**src/rtl/dmem_wbuf.sv**
```systemverilog
// Purpose: Memory-stage data memory with a local word RAM and a posted-write FIFO for the 0xFFFF_xxxx I/O window.
// Latency: loads are combinational; a RAM store is visible next cycle; an I/O store reaches the bus head one cycle later.
// Backpressure: the core never stalls, so an I/O store that finds no free slot is dropped and counted (saturating at 255).
//
// Ports:
//   clk, reset (async, active-low)     - clock and reset
//   MemWriteM, ALUOutM, WriteDataM     - store strobe, byte address and store data from the Memory stage
//   ReadDataM                          - combinational load data (RAM word, I/O status word, or 0)
//   io_valid, io_addr, io_data         - FIFO head presented to the peripheral bus
//   io_ready                           - peripheral accepts the head this edge
//   fifo_full                          - FIFO holds FIFO_DEPTH entries
module dmem_wbuf #(
    parameter int RAM_WORDS  = 64,
    parameter int FIFO_DEPTH = 4
) (
    input  logic        clk,
    input  logic        reset,
    input  logic        MemWriteM,
    input  logic [31:0] ALUOutM,
    input  logic [31:0] WriteDataM,
    output logic [31:0] ReadDataM,
    output logic        io_valid,
    output logic [13:0] io_addr,
    output logic [31:0] io_data,
    input  logic        io_ready,
    output logic        fifo_full
);

    localparam int AW = $clog2(RAM_WORDS);
    localparam int PW = $clog2(FIFO_DEPTH);
    localparam int CW = PW + 1;

    logic [31:0]   mem    [RAM_WORDS];
    logic [13:0]   q_addr [FIFO_DEPTH];
    logic [31:0]   q_data [FIFO_DEPTH];

    logic [PW-1:0] rd_ptr;
    logic [PW-1:0] wr_ptr;
    logic [CW-1:0] count;
    logic [7:0]    ovf_cnt;

    logic          is_io;
    logic          is_status;
    logic          is_clr;
    logic [AW-1:0] ram_idx;
    logic          ram_we;
    logic          clr_st;
    logic          enq_req;
    logic          deq;
    logic          slot_free;
    logic          enq;
    logic          drop;
    logic [31:0]   status;

    // Address decode: the top halfword selects the I/O window, upper RAM bits alias.
    assign is_io     = (ALUOutM[31:16] == 16'hFFFF);
    assign is_status = is_io && (ALUOutM[15:0] == 16'h0000);
    assign is_clr    = is_io && (ALUOutM[15:0] == 16'hFFFC);
    assign ram_idx   = ALUOutM[AW+1:2];

    assign ram_we    = MemWriteM && !is_io;
    assign clr_st    = MemWriteM && is_clr;
    assign enq_req   = MemWriteM && is_io && !is_clr;

    // A dequeue on the same edge frees a slot, so a full FIFO can still accept a store while draining.
    assign deq       = io_valid && io_ready;
    assign slot_free = (count != CW'(FIFO_DEPTH)) || deq;
    assign enq       = enq_req && slot_free;
    assign drop      = enq_req && !slot_free;

    assign io_valid  = (count != '0);
    assign fifo_full = (count == CW'(FIFO_DEPTH));
    assign io_addr   = q_addr[rd_ptr];
    assign io_data   = q_data[rd_ptr];

    // Local RAM: not reset, asynchronous read, synchronous write.
    always_ff @(posedge clk) begin
        if (ram_we) begin
            mem[ram_idx] <= WriteDataM;
        end
    end

    // FIFO storage needs no reset: validity is carried entirely by count.
    always_ff @(posedge clk) begin
        if (enq) begin
            q_addr[wr_ptr] <= ALUOutM[15:2];
            q_data[wr_ptr] <= WriteDataM;
        end
    end

    always_ff @(posedge clk or negedge reset) begin
        if (!reset) begin
            rd_ptr  <= '0;
            wr_ptr  <= '0;
            count   <= '0;
            ovf_cnt <= '0;
        end else begin
            if (enq) begin
                wr_ptr <= wr_ptr + 1'b1;
            end
            if (deq) begin
                rd_ptr <= rd_ptr + 1'b1;
            end
            if (enq && !deq) begin
                count <= count + 1'b1;
            end else if (deq && !enq) begin
                count <= count - 1'b1;
            end
            if (clr_st) begin
                ovf_cnt <= '0;
            end else if (drop && (ovf_cnt != 8'hFF)) begin
                ovf_cnt <= ovf_cnt + 1'b1;
            end
        end
    end

    always_comb begin
        status        = '0;
        status[3:0]   = 4'(count);
        status[4]     = fifo_full;
        status[5]     = !io_valid;
        status[15:8]  = ovf_cnt;
    end

    always_comb begin
        ReadDataM = '0;
        if (!is_io) begin
            ReadDataM = mem[ram_idx];
        end else if (is_status) begin
            ReadDataM = status;
        end
    end

endmodule

```
**config.mk**
```make
export PLATFORM = sky130hd
export DESIGN_NAME = dmem_wbuf
export DESIGN_NICKNAME = d
export VERILOG_FILES = /design/src/rtl/dmem_wbuf.sv
export SDC_FILE = /design/constraint.sdc
export NUM_CORES = 2
export LEC_CHECK = 0
export BUFFER_PORTS_ARGS = -buffer_cell sky130_fd_sc_hd__buf_2
export CAP_MARGIN = 15
export CORE_UTILIZATION = 25
export CTS_CLUSTER_SIZE = 24
export DETAILED_ROUTE_END_ITERATION = 12
export PLACE_DENSITY_LB_ADDON = 0.15
export SLEW_MARGIN = 0
export SYNTH_ARGS = -nofsm -noshare
export SYNTH_HDL_FRONTEND = slang
export SYNTH_SLANG_ARGS = --single-unit
```
**constraint.sdc**
```tcl
create_clock -name clk -period 4.4 [get_ports clk]
set_clock_uncertainty 0.05 [all_clocks]
set_input_delay 1.1 -clock clk [delete_from_list [all_inputs] [get_ports clk]]
set_output_delay 1.1 -clock clk [all_outputs]
set_load 0.02 [all_outputs]
```
==> results.md <==
* Antenna Violating Nets Remaining at 0
* Clk buf depth at 4
* Post-synth top flop: edfxtp_1
* Async SR Flop Fraction at less than 1%
* Startpoint Class: input pin
* Fin. max-slew vios at 0
* Synth cell types at slightly below 80
* DIE AREA at 349,000 um2
* Vias per cell at just over 5
* Detail Placement HPWL at ~250,000 um
* # fillers at 33,000
* Max FO, Critical Path at 8
* Yosys warns at 0
* Mapped Area at 86,700 um2
* EDFF count, synth at approximately 2,200
* Most frequent cells in the layout: edfxtp_1 (2,232), buf_4 (713), clkbuf_16 (256)
* Clock Sinks at approximately 2,200
* WP data arrival at roughly 3700 ps
* Slew margin rel. at between 7 and 8%
* Clock slew at reported path FFs at ~60 ps
* Layout cells sized above 1 at just under 40%
* Max-cap viol count at 0
* DRT iter0 DRCs at between 6,000 and 7,000
* First-pass DRT Iterations at 6
* Initial Util at between 20 and 30%
* CP Launch Point: ALUOutM[5]
* DR DRC count at 0
* Post-CTS Hold Fix Bufs at 0
* Total global-route track usage at a little over a fifth
* Min Hold Slack at ~66 ps
* Worst reg2reg path depth at 9
* Pwr Density at 430 nW/um2
* GP Congestion at ~0.84
* Mapped Cells at 4,568
* Worst Setup End Kind: primary output
* Pin count of the biggest net entering global routing at between 60 and 70
* Hold WC Path Type: input pin to async pin
* DIE WIDTH at 591 um
* Min Tclk post-route at between 4000 and 5000 ps
* Critical path required time at 3250 ps
* Nets@finish at between 5,000 and 6,000
* Initial antenna violation count at 40
* RSZ-0062 raised after global routing: yes
* First-pass GRT wire length at 510,000 um
* Clk root buf: clkbuf_16
* I/O pin cnt at approximately 150
* Origin of the critical flop-to-flop path: count[2]$_DFFE_PN0P_
* Post-synth top area share at about 77%
* Failing checks: negative setup slack
* Clk_lat worst skew at 890 ps
* CORE AREA at roughly 340,000 um2
* Worst Tran Pin Value at between 1000 and 1500 ps
* CP endpoint: ReadDataM[13]
* Post-route setup TNS at -7900 ps
* Syn Nets at around 4,600
* Synth area leaders: edfxtp_1 (77%), mux4_2 (4.5%), mux2i_1 (3.0%)
* Avg Cell Area, Syn at roughly 19 um2
* Placement row count at 215
* Final hold vios at 0
* Routed vias at between 50,000 and 60,000
* GRT overflow at 0
* Area delta synth->final at 32.3%
* P_leak at 37.9 nW
* TritonCTS buffer count at ~250
* Fmax at 0.207 GHz
* Final worst setup slack at -437 ps
* Sequential-to-total area share from yosys stat at around 78%
* WL per Instance at 37.3 um
* Register-to-register setup slack at between 1000 and 1500 ps
* Dpl cells at just under 10,000
* Layout Cells excl Fill at 10,500
* CTS tree: built
* Biggest area consumer among synthesized cells: edfxtp_1
* Final WL at a little under 400,000 um
* Vias in the first global route at approximately 52,000
* R2r endpoint: count[2]$_DFFE_PN0P_
* Status: finished with violations
* Number of port buffers at about 150
* Max VDD drop at 0.326 mV
* Die height at between 500 and 600 um
* Synthesized flop and latch total at 2,247
* Core Util, Final at 33.3%
* Final period util at 110%
* Commonest non-fill, non-tap cell in the layout: edfxtp_1
* Crit path kind: input pin to primary output
* Final setup vio count at 32
* H-tree levels at 4
## worst max-delay path, stage by stage
cell and delay (ps):
buf_6 150, buf_8 150, nor3_4 290, buf_6 190
nand3_4 90, nor4_4 470, buf_4 250, and2_4 170
buf_8 140, buf_4 130, a21oi_4 60, a31oi_4 290
buf_6 170
## worst min-delay path by stage
stage                                from                     end  cells past startpoint
global route                        reset  ovf_cnt[4]$_DFFE_PN0P_                      1
CTS                                 reset  ovf_cnt[4]$_DFFE_PN0P_                      1
global placement    wr_ptr[1]$_DFFE_PN0P_   wr_ptr[1]$_DFFE_PN0P_                      1
floorplan            count[2]$_DFFE_PN0P_    count[2]$_DFFE_PN0P_                      1
finish                              reset  ovf_cnt[2]$_DFFE_PN0P_                      1
detailed placement  wr_ptr[1]$_DFFE_PN0P_   wr_ptr[1]$_DFFE_PN0P_                      1
## report_power, final
group          leakage (nW)  internal (W)  switching (W)
Clock                  3.67        0.0110        0.00887
Sequential             20.3        0.0237       0.000158
Combinational          14.0       0.00224        0.00330
Total                  37.9        0.0370         0.0123
## flip-flops by register name, indices dropped and copies added (netlist names)
signal   count
mem       2048
q_data     128
q_addr      56
ovf_cnt      8
count        3
rd_ptr       2
wr_ptr       2
## per-stage QoR
stage,power [W],worst slack (ps),cell area (um2)
2_1_floorplan,0.0264,-28.7,86700
3_3_place_gp,0.0292,-1710,102000
3_5_place_dp,0.0292,-1710,102000
4_1_cts,0.0495,-374,113000
5_1_grt,0.0506,-407,115000
6_report,0.0493,-437,115000
## repair_timing
item / in CTS / in global routing
cloned: 16 / 7
setup endpoints to repair: 32 / 32
buffers inserted: 108 / 71
pin swaps: 96 / 95
resized for setup: 483 / 215
## Yosys cell counts, types with 6 or more instances
cell       number
a222oi_1       17
and3_1         13
and2_1          8
nor3b_1         6
o22a_1         10
a211oi_1       11
nand2b_1        7
a41oi_1        10
nand3_1        43
nor4_1          6
a221o_1        43
o2bb2ai_1      10
dfrtp_1        15
a211o_1         8
clkbuf_1       91
o22ai_1       104
a32o_1          6
mux2_2        173
xor2_1          8
buf_4          44
buf_2         132
o221ai_1       13
nor2b_1         9
a32oi_1        11
a221oi_1      203
mux2i_1       259
inv_1          11
a31oi_1        26
a2bb2oi_1      11
nand2_1        98
buf_1          27
a22o_1         44
nor2_1        159
a22oi_1       140
nand3b_1        8
buf_6          20
a21oi_1       149
edfxtp_1     2232
o21ai_0        99
ha_1            6
mux4_2        172
nand4_1        16
nor3_1         10
## routing by layer
layer / global-route usage [%] / up-vias / share of wire, %
met2: 35.6 / 2217 / 47
met1: 30.6 / 29600 / 44
met4: 5.70 / 6 / 2.9
met5: 0 / - / 0.011
met3: 2.84 / 461 / 6.2
li1: - / 21500 / -
## final cells by class
type	count	area, um2	area share [%]
well taps	4557	5700	4.97
clock buffers	312	6470	5.64
clock inverters	142	1060	0.923
flip-flops and latches	2247	67400	58.8
repair buffers	1238	13600	11.8
inverters	12	81.3	0.0709
diodes	8	20.0	0.0175
multi-input cells	1995	20400	17.8
## cell families (layout without fill, tap and decap cells)
kind of cell | after synthesis | count (layout) | synth area share, %
flip-flops | 2247 | 2247 | 77.7
AO/OA/AOI/OAI | 961 | 961 | 8.15
multiplexers | 606 | 606 | 9.73
AND/OR/NAND/NOR | 408 | 408 | 2.19
buffers and inverters | 326 | 1704 | 1.97
XOR/XNOR | 13 | 13 | 0.131
adder cells (fa/ha/maj) | 7 | 7 | 0.110
other | 0 | 8 | 0
(Power assumes the default switching activity.)
